**src/rtl/unidade_controle_pc.sv**
```systemverilog
// PC control unit: fetch/decode/execute FSM that sequences the PC, IR and
// register-file write strobes and selects the next-PC value.
module unidade_controle_pc (
    input  logic       clock,
    input  logic       reset,
    input  logic [7:0] SaidaPC,
    input  logic [3:0] Opcode,
    input  logic       Zero,
    input  logic [7:0] Desvio,
    input  logic       MemPronta,
    output logic [7:0] EntradaPC,
    output logic       EscPC,
    output logic       EscIR,
    output logic       LerMem,
    output logic       EscReg,
    output logic       Halt,
    output logic [1:0] Estado,
    output logic [7:0] ContInstr
);

    localparam logic [1:0] BUSCA  = 2'd0;
    localparam logic [1:0] DECOD  = 2'd1;
    localparam logic [1:0] EXEC   = 2'd2;
    localparam logic [1:0] PARADO = 2'd3;

    localparam logic [3:0] OP_NOP = 4'h0;
    localparam logic [3:0] OP_ALU = 4'h1;
    localparam logic [3:0] OP_BEQ = 4'h2;
    localparam logic [3:0] OP_BNE = 4'h3;
    localparam logic [3:0] OP_JMP = 4'h4;
    localparam logic [3:0] OP_HLT = 4'hF;

    logic [1:0] state_r;
    logic [1:0] next_state_s;
    logic [3:0] opcode_r;
    logic [7:0] cont_instr_r;
    logic [7:0] entrada_pc_s;
    logic       esc_pc_s;
    logic       esc_ir_s;
    logic       ler_mem_s;
    logic       esc_reg_s;
    logic       halt_s;

    // 8-bit modulo increment; carry out is deliberately discarded
    function automatic logic [7:0] pc_inc(input logic [7:0] pc);
        return pc + 8'd1;
    endfunction

    // Next-state, strobe and next-PC decode; reset masks every strobe
    always_comb begin
        next_state_s = state_r;
        entrada_pc_s = pc_inc(SaidaPC);
        esc_pc_s     = 1'b0;
        esc_ir_s     = 1'b0;
        ler_mem_s    = 1'b0;
        esc_reg_s    = 1'b0;
        halt_s       = 1'b0;
        case (state_r)
            BUSCA: begin
                ler_mem_s = 1'b1;
                if (MemPronta) begin
                    esc_ir_s     = 1'b1;
                    next_state_s = DECOD;
                end else begin
                    next_state_s = BUSCA;
                end
            end
            DECOD: begin
                next_state_s = EXEC;
            end
            EXEC: begin
                esc_pc_s     = 1'b1;
                next_state_s = BUSCA;
                case (opcode_r)
                    OP_NOP: entrada_pc_s = pc_inc(SaidaPC);
                    OP_ALU: esc_reg_s = 1'b1;
                    OP_BEQ: begin
                        if (Zero) begin
                            entrada_pc_s = Desvio;
                        end else begin
                            entrada_pc_s = pc_inc(SaidaPC);
                        end
                    end
                    OP_BNE: begin
                        if (!Zero) begin
                            entrada_pc_s = Desvio;
                        end else begin
                            entrada_pc_s = pc_inc(SaidaPC);
                        end
                    end
                    OP_JMP: entrada_pc_s = Desvio;
                    OP_HLT: begin
                        esc_pc_s     = 1'b0;
                        next_state_s = PARADO;
                    end
                    default: entrada_pc_s = pc_inc(SaidaPC);
                endcase
            end
            PARADO: begin
                halt_s       = 1'b1;
                next_state_s = PARADO;
            end
            default: begin
                next_state_s = BUSCA;
            end
        endcase
        if (!reset) begin
            esc_pc_s  = 1'b0;
            esc_ir_s  = 1'b0;
            ler_mem_s = 1'b0;
            esc_reg_s = 1'b0;
            halt_s    = 1'b0;
        end else begin
            halt_s = halt_s;
        end
    end

    // State, latched opcode and saturating executed-instruction counter
    always_ff @(posedge clock) begin
        if (!reset) begin
            state_r      <= BUSCA;
            opcode_r     <= OP_NOP;
            cont_instr_r <= 8'h00;
        end else begin
            state_r <= next_state_s;
            if (state_r == DECOD) begin
                opcode_r <= Opcode;
            end
            if (state_r == EXEC && cont_instr_r != 8'hFF) begin
                cont_instr_r <= cont_instr_r + 8'd1;
            end
        end
    end

    assign EntradaPC = entrada_pc_s;
    assign EscPC     = esc_pc_s;
    assign EscIR     = esc_ir_s;
    assign LerMem    = ler_mem_s;
    assign EscReg    = esc_reg_s;
    assign Halt      = halt_s;
    assign Estado    = state_r;
    assign ContInstr = cont_instr_r;

endmodule

```
**config.mk**
```make
export PLATFORM = sky130hd
export DESIGN_NAME = unidade_controle_pc
export DESIGN_NICKNAME = d
export VERILOG_FILES = /design/src/rtl/unidade_controle_pc.sv
export SDC_FILE = /design/constraint.sdc
export NUM_CORES = 1
export LEC_CHECK = 0
export ABC_CLOCK_PERIOD_IN_PS = 2670
export CAP_MARGIN = 0
export CORE_ASPECT_RATIO = 0.7
export CORE_MARGIN = 2
export CORE_UTILIZATION = 40
export CTS_CLUSTER_DIAMETER = 200
export DETAILED_ROUTE_END_ITERATION = 16
export HOLD_SLACK_MARGIN = 0.1
export PLACE_DENSITY = 0.82
export SLEW_MARGIN = 20
export SYNTH_ARGS = -nofsm -noshare
export SYNTH_HDL_FRONTEND = slang
export SYNTH_SLANG_ARGS = --single-unit
export TNS_END_PERCENT = 10
```
**constraint.sdc**
```tcl
create_clock -name clock -period 2.67 [get_ports clock]
set_input_delay 0.6675 -clock clock [delete_from_list [all_inputs] [get_ports clock]]
set_output_delay 0.6675 -clock clock [all_outputs]
set_load 0.01 [all_outputs]
```
==> Flow_metrics.wiki <==
{| class="wikitable"
! Metric !! Value
|-
| Number of flops mapped to enable cells by yosys || 0
|-
| Clock net sink count || 14
|-
| Average footprint of a synthesized cell || approximately 9 um2
|-
| Number of buffers inserted by port buffering || 46
|-
| Total via count in the routed design || 970
|-
| Switching power of the nets || 127 uW
|-
| Area share of the leading cell type in the synthesized netlist || 0.294
|-
| Worst hold-check path type || flip-flop to flip-flop
|-
| Clock Tree Buf Depth || 2
|-
| Crit path required time || ~2000 ps
|-
| Area contributors post-synth || dfxtp_1, mux2_4, mux2i_1
|-
| Netlist cell types || 30
|-
| Number of global-route vias before repair || 1005
|-
| Maximum level of the CTS H-tree || 1
|-
| Net count after synthesis || 130
|-
| Number of diodes added for antenna fixing || 0
|-
| Post-synthesis cell area || 952 um2
|-
| Aggregate global-route resource usage || 0.198
|-
| Max-slew violations || 0
|-
| Die height || 44.8 um
|-
| Number of antenna-violating nets in the routed design || 0
|-
| Instance area after placement || 1570 um2
|-
| Starting Density || 0.431
|-
| Post-synthesis async set-or-reset flop share || 0
|-
| Total internal power || roughly 390 uW
|-
| Final number of hold-violating endpoints || 0
|-
| VDD IR max || ~0.00024 V
|-
| Leakage power || 0.754 nW
|-
| Fraction of power consumed by combinational cells || 0.277
|-
| Clock network fraction of design power || 0.302
|-
| Drt wl/cell || roughly 13 um
|-
| Multi-input gate area in the final layout || 669 um2
|-
| Number of clock buffers inserted by TritonCTS || 3
|-
| Count of synthesis-stage warnings from yosys || 0
|-
| Cell chain of the critical path || clkdlybuf4s50_1 -> nand2_1 -> nor3_4 -> xor2_1 -> mux2_4 -> buf_6
|-
| Number of antenna violations at the first check in global routing || 0
|-
| Net Sw Frac || 0.247
|-
| Count of mapped cells out of synthesis || 104
|-
| Top achievable clock speed || 378 MHz
|-
| Layout area overhead || 71.0%
|-
| MaxCap Viol Count || 0
|-
| Width of the die || 62.3 um
|-
| Min cycle time layout || roughly 2600 ps
|-
| Register area share after synthesis || 0.294
|-
| Remaining global-route overflow || 0
|-
| Register Area || ~280 um2
|-
| DRC violation count after routing || 0
|-
| Share of layout cells above drive strength 1 || 0.249
|-
| Flip-flop cell with the highest count after synthesis || dfxtp_1
|-
| Pwr per Cell Area || 317 nW/um2
|-
| Design area || roughly 1600 um2
|-
| Total placed cells including tap cells || 197
|-
| Part of the power in registers || 0.421
|-
| Final worst slack || 25.0 ps
|-
| Final sum of negative setup slack || 0 ps
|-
| Clock root buffer || clkbuf_4
|-
| Wire length of the first global-routing pass || 4290 um
|-
| Number of standard cells in the layout, taps in and fillers out || around 200
|-
| Post-layout util || 0.738
|-
| Gpl congestion || approximately 0.77
|-
| Total of flip-flops plus latches after synthesis || 14
|-
| Number of top-level pins || 47
|-
| Pre-CTS setup slack || -718 ps
|-
| Endpoints failing setup || 0
|-
| Crit path max-delay cell type || clkdlybuf4s50_1
|-
| Fillers || approximately 180
|-
| Worst slew margin || 0.824
|-
| Clock latency on the worst-skew pair || 280 ps
|-
| Most area-hungry cell type in the Yosys netlist || dfxtp_1
|-
| Slew at the pin with the worst max-slew slack || approximately 260 ps
|-
| Hold-fix buffer count after cts || 0
|-
| Worst-path fanout max || 3
|-
| Status || finished, final reports clean
|-
| Largest delay share family, worst path || buffers and inverters
|-
| Post-DP HPWL || 2170 um
|-
| Endpoint class of the critical path || primary output
|-
| TritonCTS clock tree || yes
|-
| Most frequent cell after synthesis || dfxtp_1
|-
| Commonest cells post-synth || dfxtp_1, nand2_1
|-
| Initial DRC count || 21
|-
| Final critical-path share of the clock period || 0.991
|-
| Crit start category || primary input
|-
| Critical path class || primary input to primary output
|-
| Cell Rows || 14
|-
| Routed wire length || 2670 um
|-
| Average vias per placed instance || a little under 5
|-
| Buffering stage count on the worst path with inverters included || 2
|-
| Pin count of the biggest net entering global routing || 11
|-
| Worst clock skew || about 13 ps
|-
| Detailed-routing iteration count for the pre-antenna-repair pass || 4
|-
| Total die area || ~2800 um2
|-
| RSZ-0062 raised after global routing || true
|-
| Placeable core area || 2210 um2
|-
| Arr. time, crit path || approximately 2000 ps
|-
| Clock transition time at the flip-flop clock pins of the worst setup and hold paths || 100 ps
|-
| Crit-path max cell delay || about 500 ps
|-
| Number of nets in the finished design || just under 200
|}
## worst min-delay path: stages (launching register included)
cell     delay, ps
dfxtp_1        360
nand2_1         80
mux2i_1         70
## sequential cells by signal, summed over array words and instances, names as in the netlist
register / flops
ContInstr: 8
opcode_r: 4
Estado: 2
## routing by layer
metal / global-route usage / vias up / wire [um]
met4: 0.0489 / 0 / 9
li1: - / 496 / -
met2: 0.404 / 24 / 1400
met3: 0.0524 / 2 / 117
met1: 0.209 / 448 / 1140
met5: 0 / - / 0
## worst paths after layout
path / start / endpoint / slack [ps] / cells after the start
setup / recovery: SaidaPC[5] / EntradaPC[7] / 20 / 6
hold / removal: ContInstr[7] / ContInstr[7] / 560 / 2
setup reg to reg: ContInstr[0] / ContInstr[1] / 1100 / 5
hold reg to reg: ContInstr[7] / ContInstr[7] / 560 / 2
## power groups by stage
stage | sequential, mW | combinational, mW | clock, mW
finish | 0.217 | 0.143 | 0.156
CTS | 0.217 | 0.142 | 0.155
global route | 0.218 | 0.153 | 0.166
floorplan | 0.223 | 0.0504 | 0
detailed placement | 0.222 | 0.140 | 0
global placement | 0.221 | 0.137 | 0
## through the flow
stage          hold slack [ps]  total power [mW]
4_1_cts                    548             0.513
3_5_place_dp               538             0.362
6_report                   556             0.516
5_1_grt                    571             0.538
3_3_place_gp               491             0.358
2_1_floorplan              510             0.274
## logic make-up after synthesis
| group | Yosys count | share of synthesized area |
|---|---|---|
| flops | 14 | 0.294 |
| buf+inv | 5 | 0.0276 |
| mux | 14 | 0.184 |
| simple gates | 46 | 0.276 |
| xor+xnor | 12 | 0.110 |
| compound gates | 11 | 0.0815 |
| fa+ha+maj | 2 | 0.0263 |
## cell type report
class | instances | area share
sequential | 14 | 0.172
timing repair buffer | 64 | 0.365
clock buffer | 4 | 0.0223
multi-input combinational | 85 | 0.411
inverter | 2 | 0.00461
tap | 32 | 0.0246
## cell usage in the layout, fill, tap and decap left out, types with 3 or more instances in the layout
master	instances
clkdlybuf4s50_1	31
buf_4	17
dfxtp_1	14
nand2_1	8
buf_6	8
nor2b_1	7
mux2_4	7
xnor2_1	7
mux2i_1	7
and2_1	6
nor2_1	5
xor2_1	5
dlygate4sd2_1	5
and3_1	4
o211ai_1	4
nand3_1	3
clkbuf_4	3
## repair_timing
action                     in CTS  in global routing
gates resized for setup        49                  5
pin swaps                       2                  2
buffers inserted                0                  0
setup endpoints to repair      11                  9
Power figures use the tool's default switching activity.
==> edit 1, RTL diff (config.mk and constraints unchanged) <==
Add an input register stage for `SaidaPC`, `Opcode`, `Zero`, `Desvio` and `MemPronta`; this delays them by one clock.
--- a/src/rtl/unidade_controle_pc.sv
+++ b/src/rtl/unidade_controle_pc.sv
@@ -30,6 +30,20 @@
     localparam logic [3:0] OP_JMP = 4'h4;
     localparam logic [3:0] OP_HLT = 4'hF;
 
+    logic [7:0] SaidaPC_q;
+    logic [3:0] Opcode_q;
+    logic Zero_q;
+    logic [7:0] Desvio_q;
+    logic MemPronta_q;
+
+    always_ff @(posedge clock) begin
+        SaidaPC_q   <= SaidaPC;
+        Opcode_q    <= Opcode;
+        Zero_q      <= Zero;
+        Desvio_q    <= Desvio;
+        MemPronta_q <= MemPronta;
+    end
+
     logic [1:0] state_r;
     logic [1:0] next_state_s;
     logic [3:0] opcode_r;
@@ -49,7 +63,7 @@
     // Next-state, strobe and next-PC decode; reset masks every strobe
     always_comb begin
         next_state_s = state_r;
-        entrada_pc_s = pc_inc(SaidaPC);
+        entrada_pc_s = pc_inc(SaidaPC_q);
         esc_pc_s     = 1'b0;
         esc_ir_s     = 1'b0;
         ler_mem_s    = 1'b0;
@@ -58,7 +72,7 @@
         case (state_r)
             BUSCA: begin
                 ler_mem_s = 1'b1;
-                if (MemPronta) begin
+                if (MemPronta_q) begin
                     esc_ir_s     = 1'b1;
                     next_state_s = DECOD;
                 end else begin
@@ -72,28 +86,28 @@
                 esc_pc_s     = 1'b1;
                 next_state_s = BUSCA;
                 case (opcode_r)
-                    OP_NOP: entrada_pc_s = pc_inc(SaidaPC);
+                    OP_NOP: entrada_pc_s = pc_inc(SaidaPC_q);
                     OP_ALU: esc_reg_s = 1'b1;
                     OP_BEQ: begin
-                        if (Zero) begin
-                            entrada_pc_s = Desvio;
+                        if (Zero_q) begin
+                            entrada_pc_s = Desvio_q;
                         end else begin
-                            entrada_pc_s = pc_inc(SaidaPC);
+                            entrada_pc_s = pc_inc(SaidaPC_q);
                         end
                     end
                     OP_BNE: begin
-                        if (!Zero) begin
-                            entrada_pc_s = Desvio;
+                        if (!Zero_q) begin
+                            entrada_pc_s = Desvio_q;
                         end else begin
-                            entrada_pc_s = pc_inc(SaidaPC);
+                            entrada_pc_s = pc_inc(SaidaPC_q);
                         end
                     end
-                    OP_JMP: entrada_pc_s = Desvio;
+                    OP_JMP: entrada_pc_s = Desvio_q;
                     OP_HLT: begin
                         esc_pc_s     = 1'b0;
                         next_state_s = PARADO;
                     end
-                    default: entrada_pc_s = pc_inc(SaidaPC);
+                    default: entrada_pc_s = pc_inc(SaidaPC_q);
                 endcase
             end
             PARADO: begin
@@ -124,7 +138,7 @@
         end else begin
             state_r <= next_state_s;
             if (state_r == DECOD) begin
-                opcode_r <= Opcode;
+                opcode_r <= Opcode_q;
             end
             if (state_r == EXEC && cont_instr_r != 8'hFF) begin
                 cont_instr_r <= cont_instr_r + 8'd1;
Behaviour: not the same (a bounded check fails within 4 cycles, from zero or initial values and one cycle with reset low).
==> edit 1 against the unedited design <==
- power up 110%
- core utilization down 9.9 points
- sequential power rose to 2.7 times the old value
- clock skew down 0.011 ns
- critical path type unchanged
- combinational power down 5%
- largest cell class is now registers
- setup slack better by 0.065 ns
- final area up 27%
- wire length up 22%
- die area up 42%
- sequential cell count up 22
- global-route usage down 2.0 points
- synthesized area up 46%
- sequential share of layout area up 18 points
==> edit 1: results (changes against the unedited design) <==
final worst clock skew 0.001825 ns (was 0.01263 ns); pre-CTS setup slack -0.07807 ns (was -0.7180 ns); drt initial violations 44 (was 21); clock slew at reported path FFs 0.06 ns (was 0.10 ns); M1 GR Usage 21.05% (was 20.93%); Synth cell types 32 (was 30); largest net degree at the start of global routing 12 (was 11); fill cell count 271 (was 179); commonest cells in the synthesized netlist dfxtp_1 (36), nor2_1 (12), nand3_1 (8), xnor2_1 (8) (was dfxtp_1 (14), nand2_1 (8)); worst slew pin tran 0.3184 ns (was 0.2601 ns); CTS Buf Count 5 (was 3); Layout area overhead 48.92% (was 70.96%); Hold Crit Start MemPronta_q (was ContInstr[7]); Tot GR Track Use 17.75% (was 19.75%); vias per inst 4.836 (was 4.826); final net count 210 (was 196); Reg2Reg Launch Point ContInstr[3] (was ContInstr[0]); largest cells by area after synthesis dfxtp_1 (52%), mux2_4 (7.6%), mux2i_1 (5.1%) (was dfxtp_1 (29%), mux2_4 (11%), mux2i_1 (7.4%)); Avg WL per Cell 13.99 µm (was 13.29 µm); Seq/Total Area, Yosys 51.99% (was 29.43%); first-pass GRT wire length 5126 µm (was 4291 µm); die area 3960 µm² (was 2793 µm²); CP max stage delay 0.56 ns (was 0.50 ns); Area after DPL 1937 µm² (was 1569 µm²); # H-tree levels 2 (was 1); status finished clean (unchanged); layout cell share with drive strength beyond 1 14.05% (was 24.85%); gp weighted congestion 0.8623 (was 0.7696); vias in the first global route 1,109 (was 1,005); clock root cell clkbuf_8 (was clkbuf_4); Leak 0.9036 nW (was 0.7540 nW); worst path arrival time 1.91 ns (was 1.98 ns); final setup margin 0.08977 ns (was 0.02499 ns); cell depth of the worst flop-to-flop path 4 (was 5); Syn Nets 155 (was 130)
==> edit 1: kinds of logic (layout without fill, tap and decap cells) <==
group	after synthesis	after routing	synth area share, %
simple gates	46	46	17.96
flops	36	36	51.99
compound gates	14	14	6.498
mux	14	14	12.64
xor+xnor	11	11	6.950
buf+inv	6	62	2.166
fa+ha+maj	2	2	1.805
==> edit 1: final timing paths <==
kind / end
worst max-delay path: LerMem
worst min-delay path: Estado[0]
worst max register to register: ContInstr[1]
worst min register to register: Estado[0]
==> edit 1: timing repair <==
| action | CTS | global route |
|---|---|---|
| pin swaps | 1 | 1 |
| setup endpoints to repair | 9 | 10 |
| hold endpoints to repair | 0 | 0 |
| resized for setup | 5 | 16 |
==> edit 1: final cells by class <==
| cell class | count | share of cell area, % |
|---|---|---|
| multi-input cells | 87 | 31.88 |
| inverters | 3 | 0.5455 |
| flip-flops and latches | 36 | 35.03 |
| clock buffers | 8 | 4.364 |
| repair buffers | 51 | 25.33 |
| well taps | 47 | 2.848 |
==> edit 1: metal layers <==
layer / part of all wire [%] / wire length, µm
met1: 42 / 1371
met2: 50 / 1619
met3: 6.3 / 204
met4: 1.6 / 51
met5: 0 / 0
==> edit 1: tightest hold or removal path: cells and delay by family (launching register included) <==
kind,cells,cell delay [ns]
flip-flops,1,0.31
AND/OR/NAND/NOR,1,0.06
AO/OA/AOI/OAI,1,0.05
==> edit 1: power by group through the flow <==
stage / logic (mW) / registers, mW / clock network [mW]
floorplan: 0.0587 / 0.587 / 0
global placement: 0.135 / 0.587 / 0
detailed placement: 0.139 / 0.590 / 0
CTS: 0.136 / 0.577 / 0.395
global route: 0.147 / 0.581 / 0.417
finish: 0.136 / 0.579 / 0.385
==> edit 2, RTL diff (config.mk and constraints unchanged) <==
Made on the original files. Put a register stage on the output `LerMem`, cleared by the reset. The value now appears one clock later. The other outputs are not delayed to match.
--- a/src/rtl/unidade_controle_pc.sv
+++ b/src/rtl/unidade_controle_pc.sv
@@ -135,7 +135,13 @@
     assign EntradaPC = entrada_pc_s;
     assign EscPC     = esc_pc_s;
     assign EscIR     = esc_ir_s;
-    assign LerMem    = ler_mem_s;
+    always_ff @(posedge clock) begin
+        if (!reset) begin
+            LerMem <= '0;
+        end else begin
+            LerMem <= ler_mem_s;
+        end
+    end
     assign EscReg    = esc_reg_s;
     assign Halt      = halt_s;
     assign Estado    = state_r;
Function: changed (Yosys sat finds a counterexample within 4 cycles, from zero or initial values and one cycle with reset low).
==> edit 2 against the unedited design <==
- sequential share of layout area grew 1.8 points
- core utilization shrank 0.41 points
- largest cell class unchanged
- via count grew 8.9%
- combinational power shrank 14%
- count of clock-buffer cells in the layout is the same
- highest routed layer unchanged
- setup slack gained 0.0035 ns
- sequential cell count grew 1
- sequential power grew 8%
- critical path type unchanged
- critical endpoint is now EntradaPC[1]
- power shrank 5.0%
- final area shrank 2.9%
- synthesized area shrank 3.4%
- wire length grew 7.7%
- synthesized cell count grew 3.8%
==> edit 2: results (changes against the unedited design) <==
Comb pwr share 25.2% (was 27.7%); flop-to-flop setup slack roughly 1.1 ns; gp weighted congestion 0.8150 (was 0.7696); CTS Buffer Depth 2 (unchanged); Area after DPL 1503 µm² (was 1569 µm²); max reg flops 8 (unchanged); Cell Int Power 0.3617 mW (was 0.3884 mW); cell depth of the worst flop-to-flop path 4 (was 5); YS warnings 0 (unchanged); Vias 1,056 (was 970); drt initial violations 34 (was 21); vias in the first global route 992 (was 1,005); Syn Nets 134 (was 130); clock root cell clkbuf_4 (unchanged); Seq/Total Area, Yosys 32.65% (was 29.43%); Leak 0.6476 nW (was 0.7540 nW); # H-tree levels 1 (unchanged); Reg2Reg Launch Point Estado[1] (was ContInstr[0]); final worst clock skew 0.004315 ns (was 0.01263 ns); commonest cells in the synthesized netlist nor2_1 (17), dfxtp_1 (15), a21oi_1 (7), nand3_1 (7), mux2i_1 (6) (was dfxtp_1 (14), nand2_1 (8)); Tot GR Track Use 23.05% (was 19.75%); CTS Buf Count 3 (unchanged); hpwl dp 2183 µm (was 2174 µm); Avg WL per Cell 13.90 µm (was 13.29 µm); Post-synth ARST share 0% (unchanged); Clk pwr share 26.8% (was 30.2%); CP Capture Point EntradaPC[1] (was EntradaPC[7]); largest net degree at the start of global routing 10 (was 11); final net count 202 (was 196); CP max stage delay 0.33 ns (was 0.50 ns); clock slew at reported path FFs ~0.09 ns; initial antenna violation count 0 (unchanged); final core occ 73.34% (was 73.75%); # diodes 0 (unchanged); Buffers on Ports 46 (unchanged); pre-CTS setup slack -0.6674 ns (was -0.7180 ns); crit share post-route 98.93% (was 99.06%); critical-path maximum fanout 3 (unchanged); VDD IR-drop max 0.2311 mV (was 0.2406 mV); Synth cell types 35 (was 30); worst path arrival time 1.97 ns; crit path launch Zero (was SaidaPC[5]); first-pass GRT wire length 4574 µm (was 4291 µm); status finished clean (unchanged); worst min path class flop to flop (unchanged); max_slew headroom 76.44% (was 82.43%); slowest cell on the critical path o311ai_4 (was clkdlybuf4s50_1); layout cell share with drive strength beyond 1 26.29% (was 24.85%); Clk Latency, worst-skew pair between 0.2 and 0.3 ns; largest cells by area after synthesis dfxtp_1 (33%), nor2_1 (6.9%), mux2i_1 (6.5%) (was dfxtp_1 (29%), mux2_4 (11%), mux2i_1 (7.4%)); worst reg2reg path endpoint ContInstr[6] (was ContInstr[1]); router iterations before antenna repair 4 (unchanged); dominant synthesized flop cell dfxtp_1 (unchanged); fill cell count 159 (was 179)
## edit 2: what timing repair did
item	in CTS	in global routing
setup endpoints to repair	11	9
pin swaps	1	3
buffers inserted	5	1
resized for setup	39	10
cloned	1	0
## edit 2: logic make-up after synthesis
group	Yosys count	synth area share, %
xor+xnor	9	8.571
flops	15	32.65
compound gates	20	16.33
mux	7	7.755
buf+inv	5	2.857
simple gates	50	29.12
fa+ha+maj	2	2.721
## edit 2: worst max-delay path: cells and delay by family
family,cells,cell delay (ns)
multiplexers,1,0.29
AND/OR/NAND/NOR,1,0.19
AO/OA/AOI/OAI,1,0.33
buffers and inverters,3,0.48
## edit 2: cell type report
type                            count  area share [%]
Clock buffer                        4           1.663
Multi-Input combinational cell     88           39.43
Tap cell                           32           2.534
Inverter                            3          0.7126
Timing Repair Buffer               65           36.66
Sequential cell                    15           19.00
## edit 2: through the flow
step / power [mW] / cells
after floorplan: 0.2824 / 108
after global placement: 0.3616 / 197
after detailed placement: 0.3660 / 197
after CTS: 0.4814 / 207
after global routing: 0.5095 / 207
final: 0.4902 / 207
## edit 2: worst min-delay path by stage
| stage | slack [ns] | end | cells after the start | startpoint |
|---|---|---|---|---|
| 2_1_floorplan | 0.49 | opcode_r[3] | 2 | opcode_r[3] |
| 3_3_place_gp | 0.48 | ContInstr[7] | 2 | ContInstr[7] |
| 3_5_place_dp | 0.49 | ContInstr[7] | 2 | ContInstr[7] |
| 4_1_cts | 0.50 | ContInstr[7] | 2 | ContInstr[7] |
| 5_1_grt | 0.53 | ContInstr[7] | 2 | ContInstr[7] |
| 6_report | 0.50 | ContInstr[7] | 2 | ContInstr[7] |
## edit 2: layer usage
metal / share of wire, % / GRT usage [%]
met1: 41 / 27.40
met2: 52 / 38.94
met3: 5.7 / 7.895
met4: 0.83 / 7.391
met5: 0 / 0
